<file path="src/rtl/mem_port_arbiter.sv">
// -----------------------------------------------------------------------------
// mem_port_arbiter
//
// Shares the single-ported 32-word data memory between instruction fetch
// (if_*) and load/store (dm_*). There is only ever one access in flight. The
// winner's address, write enable and write data are latched onto the mem_*
// outputs. The arbiter then waits MEM_LAT cycles, captures mem_rdata and pulses
// the winner's ack for one cycle. Data has fixed priority. A starvation counter
// forces fetch to win once it has lost STARVE_MAX times in a row.
//
// Handshake (both requester ports): the requester raises req with a stable
// address, we and wdata, and holds them until it sees ack. ack is a one-cycle
// pulse, and rdata is valid only while ack is high. ack arrives in the IDLE
// cycle that follows completion. A req still high in that cycle is treated as
// a fresh request and is granted again.
//
// Ports:
//   clk, rst        rising-edge clock, asynchronous active-high reset
//   if_req/if_addr  fetch request and word address (always a read)
//   if_rdata/if_ack fetch read data and one-cycle completion pulse
//   dm_req/dm_we    data request, 1 = write / 0 = read
//   dm_addr/dm_wdata data word address and write data
//   dm_rdata/dm_ack data read data and one-cycle completion pulse
//   mem_en/mem_we   memory enable (whole access) and write enable
//   mem_addr        memory word address
//   mem_wdata       memory write data (0 on reads)
//   mem_rdata       memory read data, sampled on the completing edge
//   busy            high while an access is in flight (state ACCESS)
//   dbg_state       current FSM state (0 = IDLE, 1 = ACCESS)
//   dbg_starve_cnt  current count of consecutive fetch losses
// -----------------------------------------------------------------------------
module mem_port_arbiter #(
   parameter int WIDTH      = 32,
   parameter int MEM_SIZE   = 32,
   parameter int ADDR_W     = 5,
   parameter int MEM_LAT    = 1,
   parameter int STARVE_MAX = 3
) (
   input  logic              clk,
   input  logic              rst,
   input  logic              if_req,
   input  logic [ADDR_W-1:0] if_addr,
   output logic [WIDTH-1:0]  if_rdata,
   output logic              if_ack,
   input  logic              dm_req,
   input  logic              dm_we,
   input  logic [ADDR_W-1:0] dm_addr,
   input  logic [WIDTH-1:0]  dm_wdata,
   output logic [WIDTH-1:0]  dm_rdata,
   output logic              dm_ack,
   output logic              mem_en,
   output logic              mem_we,
   output logic [ADDR_W-1:0] mem_addr,
   output logic [WIDTH-1:0]  mem_wdata,
   input  logic [WIDTH-1:0]  mem_rdata,
   output logic              busy,
   output logic              dbg_state,
   output logic [3:0]        dbg_starve_cnt
);

   // The address must cover the memory exactly, because there is no wrap or
   // range logic. The latency and starvation limits must fit their counters.
   generate
      if (MEM_SIZE != (1 << ADDR_W)) begin : g_bad_size
         $error("mem_port_arbiter: MEM_SIZE must equal 2**ADDR_W");
      end
      if (MEM_LAT < 1 || MEM_LAT > 7) begin : g_bad_lat
         $error("mem_port_arbiter: MEM_LAT must be 1..7");
      end
      if (STARVE_MAX < 1 || STARVE_MAX > 15) begin : g_bad_starve
         $error("mem_port_arbiter: STARVE_MAX must be 1..15");
      end
   endgenerate

   localparam logic [2:0] LAT  = 3'(MEM_LAT);
   localparam logic [3:0] SMAX = 4'(STARVE_MAX);

   typedef enum logic {
      IDLE   = 1'b0,
      ACCESS = 1'b1
   } state_t;

   state_t            state, state_nxt;
   logic [2:0]        wait_cnt, wait_nxt;
   logic [3:0]        starve_cnt, starve_nxt;
   logic              owner_dm, owner_nxt;   // 1 = data port owns the access
   logic              grant_if, grant_dm;
   logic              done;

   logic              mem_en_nxt, mem_we_nxt, busy_nxt;
   logic [ADDR_W-1:0] mem_addr_nxt;
   logic [WIDTH-1:0]  mem_wdata_nxt;
   logic              if_ack_nxt, dm_ack_nxt;
   logic [WIDTH-1:0]  if_rdata_nxt, dm_rdata_nxt;

   // The access finishes on the edge where the last latency cycle expires.
   assign done = (state == ACCESS) && (wait_cnt == 3'd1);

   // ---------------------------------------------------------------------------
   // State register: FSM, counters and all registered outputs
   // ---------------------------------------------------------------------------
   always_ff @(posedge clk or posedge rst) begin
      if (rst) begin
         state      <= IDLE;
         wait_cnt   <= '0;
         starve_cnt <= '0;
         owner_dm   <= 1'b0;
         mem_en     <= 1'b0;
         mem_we     <= 1'b0;
         mem_addr   <= '0;
         mem_wdata  <= '0;
         busy       <= 1'b0;
         if_ack     <= 1'b0;
         dm_ack     <= 1'b0;
         if_rdata   <= '0;
         dm_rdata   <= '0;
      end else begin
         state      <= state_nxt;
         wait_cnt   <= wait_nxt;
         starve_cnt <= starve_nxt;
         owner_dm   <= owner_nxt;
         mem_en     <= mem_en_nxt;
         mem_we     <= mem_we_nxt;
         mem_addr   <= mem_addr_nxt;
         mem_wdata  <= mem_wdata_nxt;
         busy       <= busy_nxt;
         if_ack     <= if_ack_nxt;
         dm_ack     <= dm_ack_nxt;
         if_rdata   <= if_rdata_nxt;
         dm_rdata   <= dm_rdata_nxt;
      end
   end

   // ---------------------------------------------------------------------------
   // Next-state logic: grant decision, latency and starvation counters
   // ---------------------------------------------------------------------------
   always_comb begin
      state_nxt  = state;
      wait_nxt   = wait_cnt;
      starve_nxt = starve_cnt;
      grant_if   = 1'b0;
      grant_dm   = 1'b0;
      case (state)
         IDLE: begin
            if (if_req || dm_req) begin
               // Data wins unless fetch has been passed over STARVE_MAX times.
               grant_if  = if_req && (!dm_req || (starve_cnt == SMAX));
               grant_dm  = !grant_if;
               state_nxt = ACCESS;
               wait_nxt  = LAT;
               if (grant_if) begin
                  starve_nxt = '0;
               end else if (if_req) begin
                  // Fetch lost a contested grant.
                  starve_nxt = (starve_cnt == SMAX) ? SMAX : starve_cnt + 4'd1;
               end
            end
         end
         ACCESS: begin
            wait_nxt = wait_cnt - 3'd1;
            if (wait_cnt == 3'd1) begin
               state_nxt = IDLE;
            end
         end
         default: begin
            state_nxt = IDLE;
         end
      endcase
   end

   // ---------------------------------------------------------------------------
   // Output logic: next values of the registered outputs
   // ---------------------------------------------------------------------------
   always_comb begin
      owner_nxt     = owner_dm;
      mem_en_nxt    = mem_en;
      mem_we_nxt    = mem_we;
      mem_addr_nxt  = mem_addr;
      mem_wdata_nxt = mem_wdata;
      busy_nxt      = busy;
      if_ack_nxt    = 1'b0;
      dm_ack_nxt    = 1'b0;
      if_rdata_nxt  = if_rdata;
      dm_rdata_nxt  = dm_rdata;

      if (grant_if || grant_dm) begin
         owner_nxt     = grant_dm;
         mem_en_nxt    = 1'b1;
         busy_nxt      = 1'b1;
         mem_we_nxt    = grant_dm && dm_we;
         mem_addr_nxt  = grant_dm ? dm_addr : if_addr;
         mem_wdata_nxt = (grant_dm && dm_we) ? dm_wdata : '0;
      end

      if (done) begin
         mem_en_nxt = 1'b0;
         mem_we_nxt = 1'b0;
         busy_nxt   = 1'b0;
         if (owner_dm) begin
            dm_ack_nxt = 1'b1;
            // A write returns no data, so dm_rdata keeps its last read value.
            if (!mem_we) begin
               dm_rdata_nxt = mem_rdata;
            end
         end else begin
            if_ack_nxt   = 1'b1;
            if_rdata_nxt = mem_rdata;
         end
      end
   end

   assign dbg_state      = state;
   assign dbg_starve_cnt = starve_cnt;

endmodule

</file>
<file path="config.mk">
export PLATFORM = sky130hd
export DESIGN_NAME = mem_port_arbiter
export DESIGN_NICKNAME = d
export VERILOG_FILES = /design/src/rtl/mem_port_arbiter.sv
export SDC_FILE = /design/constraint.sdc
export NUM_CORES = 1
export LEC_CHECK = 0
export BUFFER_PORTS_ARGS = -buffer_cell sky130_fd_sc_hd__buf_2
export CAP_MARGIN = 20
export CORE_MARGIN = 3
export CORE_UTILIZATION = 43
export CTS_CLUSTER_DIAMETER = 30
export CTS_CLUSTER_SIZE = 40
export DETAILED_ROUTE_END_ITERATION = 10
export PLACE_DENSITY_LB_ADDON = 0.15
export SETUP_SLACK_MARGIN = 0.5
export SLEW_MARGIN = 40
export SYNTH_ARGS = -nofsm -noshare
export SYNTH_HDL_FRONTEND = slang
export SYNTH_SLANG_ARGS = --single-unit
</file>
<file path="constraint.sdc">
create_clock -name clk -period 3.1 [get_ports clk]
set_input_delay 0 -clock clk [delete_from_list [all_inputs] [get_ports clk]]
set_output_delay 0 -clock clk [all_outputs]
set_load 0.03 [all_outputs]
</file>
======== Word-level counts from Yosys, hierarchy flattened ========
Index checks and enable logic that the tools add are counted.
cells by class
  reductions and logical operators ........ 13
  bitwise operators ....................... 3
  eq/ne operators ......................... 3
  mux-type cells .......................... 22
  $add $sub $neg .......................... 2
operators with widths
  cell                                               count
  2-to-1 mux 32 bit                                  1
  2-to-1 mux 1 bit                                   14
  2-to-1 mux 4 bit                                   3
  one-hot mux 3 bit (2 select lines)                 1
  AND reduction 3 bit                                2
  2-to-1 mux 5 bit                                   1
  adder 4 x 1 -> 4 bit (second input constant)       1
  == test 4 x 2 -> 1 bit (second input constant)     1
  nonzero test 2 bit                                 2
  == test 3 x 1 -> 1 bit (second input constant)     1
  logical AND 1 bit                                  3
  logical OR 1 bit                                   3
  2-to-1 mux 3 bit                                   1
  inverter 1 bit                                     3
  subtractor 3 x 1 -> 3 bit (second input constant)  1
  logical NOT 1 bit                                  2
  inequality test 2 bit (second input constant)      1
  one-hot mux 1 bit (2 select lines)                 1
  AND reduction 2 bit                                1
word-level totals
  register bits after elaboration ......... 114
  input port bits ......................... 79

======== Logic depth before layout (Yosys ltp) ========
Gate-level depths: netlist of the first run.
  depth after elaboration ................. 9
  depth in mapped cells ................... 6
  gate-level depth less buffers ........... 5

======== Worst setup path before layout of the first run ========
OpenSTA, ideal clock, no wires.
  kind .................................... register to register
  from .................................... register starve_cnt[0], in the netlist dbg_starve_cnt[0]
  to ...................................... register mem_wdata[10]
  stages on the path, launching flop included .. 7
  data arrival time ....................... 1675 ps
  path buffers ............................ 2
  path slack .............................. 1304 ps
  required time ........................... 2979 ps
  setup time .............................. 121 ps
  cell sequence ........................... dfrtp_1 > ha_1 > nand4bb_4 > and4b_1 > buf_6 > buf_6 > a22o_1
between the ends
  cells in the longest elaborated chain, start to end .. 8
  elaborated cells between the ends (all ways) .. 11
  classes of those cells .................. eq/ne: 1; mux: 5; reduce/logical: 5
ends and longest elaborated chain
  what                      RTL line  source
  start: declaration        85        logic [3:0] starve_cnt, starve_nxt;
  start signal: assignment  120       starve_cnt <= starve_nxt;
  == test 4 x 2 -> 1 bit *  147       grant_if = if_req && (!dm_req || (starve_cnt == SMAX));
  logical OR 1 bit *        147
  logical AND 1 bit *       147
  logical NOT 1 bit         148       grant_dm = !grant_if;
  2-to-1 mux 1 bit          145       if (if_req || dm_req) begin
  2-to-1 mux 1 bit          143       case (state)
  logical AND 1 bit         192       mem_wdata_nxt = (grant_dm && dm_we) ? dm_wdata : '0;
  2-to-1 mux 32 bit         192
  end signal: assignment    125       mem_wdata <= mem_wdata_nxt;
  end: declaration          54        output logic [WIDTH-1:0] mem_wdata,
Mark *: on every way between the ends. The rest lies on a longest branch, timed or not.
A chain may end at the register's enable or synchronous reset.

======== Worst setup path in the final report of the first run ========
  from .................................... register starve_cnt[0], in the netlist dbg_starve_cnt[0]
  to ...................................... register mem_addr[0]
between the ends
  cells in the longest elaborated chain, start to end .. 7
  elaborated cells between the ends (all ways) .. 10
  classes of those cells .................. eq/ne: 1; mux: 5; reduce/logical: 4
ends and longest elaborated chain
  what                                                         RTL line  source
  == test 4 x 2 -> 1 bit *                                     147
  logical OR 1 bit *                                           147
  logical AND 1 bit *                                          147
  logical NOT 1 bit                                            148
  2-to-1 mux 1 bit                                             145
  2-to-1 mux 1 bit                                             143
  2-to-1 mux 5 bit / logical OR 1 bit (equally long branches)  191, 186
  end signal: assignment                                       124       mem_addr <= mem_addr_nxt;
  end: declaration                                             53        output logic [ADDR_W-1:0] mem_addr,
Marks and branches as above.

==> flow_summary.ini, run 1 <==
[outcome]
status = finished, final reports clean

[final_layout]
regArea_mm2 = 0.00285
final_layout_size_suffix_gt1_frac = 0.499
final_util = 0.694
fin_nets = 654
n_fill_cell = 695
area_growth_pct = 54.8
multi_input_area_mm2 = 0.00147

[yosys]
netlist_instances = 299
yosysWarningCount = 0
yosys.cell_types.count = 37
seq_area_frac_synth = 0.643
synth_nets = 381
ys.flop_type = dfrtp_1
ys_ff_latch = 114
yosysMostFrequentCell = dfrtp_1
yosys-top-cells-count = dfrtp_1, mux2_2, a22o_1
synth-edff-count = 0
syn-cell-area_mm2 = 0.00444
synthTopCellsByArea = dfrtp_1, mux2_2, a22o_1, mux2_1, buf_6
synth_area_leader_cell = dfrtp_1
yosysTopAreaCellShare = 0.643
async_flop_share = 1.00
syn-mean-instance-area_um2 = 14.8

[worst_setup_path]
critical_path_class = reg2reg
path_max_fanout = 7
end_kind = register
arrival_ns = 2.51
cp.required_ns = 3.52
critPathLaunchType = register
rr_worst_depth = 5

[drt]
wl_per_cell_um = 15.7
initialDrtViolationCount = 153
final_antenna_net_count = 0
num_vias = 3514
wl_mm = 11.2
vias_per_cell = 4.90
first_pass_iters = 4
drc = 0

[power]
power.density_mw_per_mm2 = 1190
p_comb_frac = 0.448
netSwitchingPower_mw = 3.35
p_sw_frac = 0.409
clkPwrFrac = 0.230
leakage_nw = 3.40
peakVddDrop_v = 0.000573
p_int_mw = 4.83
seqPwrFrac = 0.322

[cts]
cts_made_buffers = 17
clk_pin_slew_worst_paths_ns = 0.06
ctsRootBufferMaster = clkbuf_8
tritoncts = yes
clkLatencyLatePin_ns = 0.49
cts_max_path_buffers = 2
h-tree-depth = 4
clkSinkCount = 114
post_cts_resized = 0

[global_routing]
grt_max_degree = 68
antenna_found_initial = 0
grt_overflow = 0
grt.total_usage = 0.196
grt_pass1_wl_mm = 17.8
grt_pass1_vias = 3633

[timing]
worst_pin_slew_ns = 0.635
setup_violations = 0
slew-limit-headroom = 0.577
finalHoldViolCount = 0
rsz0062_at_grt = false
timing.fmax_mhz = 479
fin_crit_ns = 2.09
clock_skew_ns = 0.00838
finalSetupTns_ns = 0
fin_crit_sh = 0.673
slew_viol_final = 0

[floorplanning]
fp.dieArea_mm2 = 0.0116
initial_core_util = 0.448
core-area_mm2 = 0.00991
io_pins = 190
rows = 36
dieHeight_um = 108
fp.dieW_um = 108

[placement]
gp_congestion = 0.781
hpwlAfterDp_mm = 6.99
port_buffers = 189

[job]
drv_cap = 0

[worst_hold_path]
hold_class = in2async
final timing paths:
path                                         from            end  slack, ns
worst max-delay path            dbg_starve_cnt[0]    mem_addr[0]       1.01
worst min-delay path                          rst  mem_wdata[11]       0.07
worst max register to register  dbg_starve_cnt[0]    mem_addr[0]       1.01
worst min register to register       dm_rdata[29]   dm_rdata[29]       0.48
max in group asynchronous                     rst       owner_dm       2.32
min in group clk                     dm_wdata[20]  mem_wdata[20]       0.26
power groups by stage:
| stage | logic (mW) | clock network, mW | registers (mW) |
|---|---|---|---|
| CTS | 3.69 | 1.92 | 2.63 |
| global placement | 3.50 | 0 | 2.63 |
| detailed placement | 3.55 | 0 | 2.64 |
| global route | 3.89 | 1.99 | 2.72 |
| floorplan | 1.11 | 0 | 4.02 |
| finish | 3.67 | 1.88 | 2.63 |
registers in the layout, summed over array words and instances, names as in the netlist, 3 cells and up:
signal,count
dbg_starve_cnt,4
dm_rdata,32
if_rdata,32
mem_addr,5
mem_wdata,32
wait_cnt,3
cells in the final DEF (no fill, tap or decap), types with 2 or more instances in the layout:
cell	instances
clkinv_2	2
mux2i_1	2
inv_1	5
buf_4	4
nand2b_1	3
clkinvlp_4	4
o21ai_0	3
nand2_1	9
dfrtp_1	114
a22o_1	32
clkbuf_16	16
clkbuf_8	6
buf_2	189
nor2_1	7
bufinv_16	2
mux2_1	6
ha_1	3
and2_1	2
dlygate4sd3_1	78
o211ai_1	5
mux2_2	58
nand3_1	7
a31oi_1	5
layer usage:
metal / GRT usage / share of wire / vias to the layer above
met1: 0.244 / 0.42 / 1729
met2: 0.329 / 0.50 / 134
met4: 0.0784 / 0.015 / 0
met5: 0 / 0 / -
li1: - / - / 1637
met3: 0.0474 / 0.064 / 14
per-stage QoR:
stage	std cells	hold WS, ns	worst slack, ns	power, mW	cell area [µm²]
final	717	0.0721	1.01	8.18	6870
after global routing	716	0.103	0.861	8.60	6870
after CTS	716	0.0546	0.755	8.24	6870
after detailed placement	608	0.0404	1.17	6.18	5500
after global placement	608	0.0352	0.941	6.12	5500
after floorplan	299	0.135	1.30	5.12	4440
timing repair:
item | in CTS | in global routing
endpoints found under the setup margin | 0 | 0
endpoints found under the hold margin | 221 | 0
setup buffers | 0 | 0
hold buffers | 78 | 0
critical path, stage by stage, from the launching register on:
cell and delay (ns):
dfrtp_1 0.41, ha_1 0.27, nor3b_2 0.44, o211ai_1 0.13, a31oi_1 0.19, dlygate4sd3_1 0.57
cells by family after synthesis:
| family | share of synthesized area |
|---|---|
| AOI/OAI and AO/OA | 0.0964 |
| adders and majority gates | 0.00846 |
| buffers and inverters | 0.0313 |
| DFF | 0.643 |
| muxes | 0.167 |
| and+or+nand+nor | 0.0544 |
layout make-up:
class / instances / area share
Clock inverter: 8 / 0.0147
Multi-Input combinational cell: 161 / 0.213
Tap cell: 133 / 0.0242
Sequential cell: 114 / 0.415
Timing Repair Buffer: 272 / 0.258
Inverter: 6 / 0.00382
Clock buffer: 22 / 0.0703
Antenna cell: 1 / 0.000364
No activity file was read; power rests on OpenSTA's default activity.
==> run 2: changes to the inputs <==
==> constraint.sdc (replaced) <==
create_clock -name clk -period 1.8 [get_ports clk]
set_input_delay 0 -clock clk [delete_from_list [all_inputs] [get_ports clk]]
set_output_delay 0 -clock clk [all_outputs]
set_load 0.03 [all_outputs]
==> run 2 against run 1 <==
Effect of this change: wire length is 13% higher; die area did not move; fmax increased by 26%; largest cell class unchanged; highest routed layer unchanged; sequential share of layout area down 2.8 points; global-route usage is 2.4 points higher; final cell count grew 3.1%; power increased by 84%; clock power grew 86%; first-iteration DRC count is 12% lower.
==> flow_summary.ini, run 2 (synthesized netlist as in run 1, its figures left out) <==
[global_routing]
grt_max_degree = 62
grt_overflow = 0
grt_pass1_wl_mm = 19.6
grt.total_usage = 0.221
antenna_found_initial = 0
grt_pass1_vias = 3819

[placement]
port_buffers = 189
placed_area_mm2 = 0.00561
hpwlAfterDp_mm = 7.26
dp.cells = 612
gp_congestion = 0.807
dpl_worst_slack_ns = 0.100

[timing]
slew_viol_final = 0
setup_violations = 0
worst_pin_slew_ns = 0.320
clock_skew_ns = 0.0111
timing.fmax_mhz = 602
slew-limit-headroom = 0.786
fin_crit_ns = 1.66
finalSetupTns_ns = 0
finalHoldViolCount = 0
fin_crit_sh = 0.922
hold_ws_ns = 0.0312
setup_ws_ns = 0.140
rsz0062_at_grt = true

[final_layout]
final_cell_mix = buf_2, dfrtp_1, dlygate4sd3_1, mux2_2, a22o_1
area_growth_pct = 66.3
reg.largest.list = dm_rdata (32), if_rdata (32), mem_wdata (32)
fin_nets = 675
diodes = 0
multi_input_area_mm2 = 0.00160
design_area_mm2 = 0.00738
regArea_mm2 = 0.00286
finalNonFillerCells = 739
final_util = 0.745
n_fill_cell = 646
layout_commonest_cell = buf_2
final_layout_size_suffix_gt1_frac = 0.536

[drt]
drc = 0
wl_mm = 12.7
num_vias = 3636
wl_per_cell_um = 17.2
first_pass_iters = 4
initialDrtViolationCount = 134
final_antenna_net_count = 0
vias_per_cell = 4.92

[worst_setup_path]
r2r-start = wait_cnt[1]
r2r-end = dm_rdata[13]
end_kind = register
cp.required_ns = 2.19
critical_path_class = reg2reg
r2r_slack_ns = 0.14
rr_worst_depth = 7
arrival_ns = 2.04
critPathLaunchType = register
path_max_fanout = 8

[floorplanning]
rows = 36
fp.dieW_um = 108
fp.dieArea_mm2 = 0.0116
core-area_mm2 = 0.00991
dieHeight_um = 108
initial_core_util = 0.448
io_pins = 190

[cts]
clkLatencyLatePin_ns = 0.50
h-tree-depth = 4
tritoncts = yes
clkSinkCount = 114
cts_max_path_buffers = 2
ctsRootBufferMaster = clkbuf_8
clk_pin_slew_worst_paths_ns = 0.06
cts_made_buffers = 17

[worst_hold_path]
hold_class = in2async

[power]
total_power_mw = 15.0
leakage_nw = 3.65
peakVddDrop_v = 0.00147
power.density_mw_per_mm2 = 2040

[job]
drv_cap = 0

[outcome]
status = finished, final reports clean
-- run 2: cell types whose count changed in the layout (fill, tap and decap cells not counted), sizes merged --
cell / change
dlygate4sd3: -1
buf: +21
diode: -1
bufinv: +2
inv: +1
clkinvlp: -1
clkinv: +1
-- run 2: how the worst max path moves through the flow --
stage                startpoint      endpoint  slack [ns]  depth (start not counted)
floorplan           wait_cnt[1]  dm_rdata[20]        0.18                          6
global placement    wait_cnt[1]  dm_rdata[16]        0.14                          6
detailed placement  wait_cnt[1]  dm_rdata[12]        0.10                          6
CTS                 wait_cnt[1]  if_rdata[29]        0.14                          7
global route        wait_cnt[1]   dm_rdata[8]        0.08                          7
finish              wait_cnt[1]  dm_rdata[13]        0.14                          7
-- run 2: area by class of cell --
type,instances,area share
tap,133,0.0225
inverter,6,0.00356
sequential,114,0.387
clock inverter,11,0.0237
clock buffer,21,0.0608
timing repair buffer,293,0.285
multi-input combinational,161,0.217
-- run 2: worst max-delay path, stage by stage (launching register included) --
cell	delay [ns]
dfrtp_1	0.37
inv_2	0.07
ha_4	0.14
nand3b_4	0.09
nor3b_4	0.23
buf_6	0.15
clkbuf_16	0.16
mux2_2	0.33
-- run 2: timing repair --
action,CTS,global route
gates resized for setup,21,20
setup endpoints to repair,103,106
cloned,4,1
hold buffers,76,1
pin swaps,3,6
endpoints found under the hold margin,221,2
buffers inserted,11,2
-- run 2: per-layer routing --
| metal | share of wire | vias to the layer above | track usage |
|---|---|---|---|
| li1 | - | 1687 | - |
| met2 | 0.51 | 131 | 0.385 |
| met5 | 0 | - | 0 |
| met3 | 0.052 | 13 | 0.0618 |
| met4 | 0.013 | 0 | 0.0640 |
| met1 | 0.43 | 1805 | 0.266 |
-- run 2: power by group --
| part | total [mW] | switching (mW) | leakage, nW | internal, mW |
|---|---|---|---|---|
| sequential | 4.58 | 0.733 | 1.40 | 3.84 |
| clock | 3.50 | 1.16 | 0.299 | 2.33 |
| combinational | 6.96 | 4.17 | 1.95 | 2.79 |
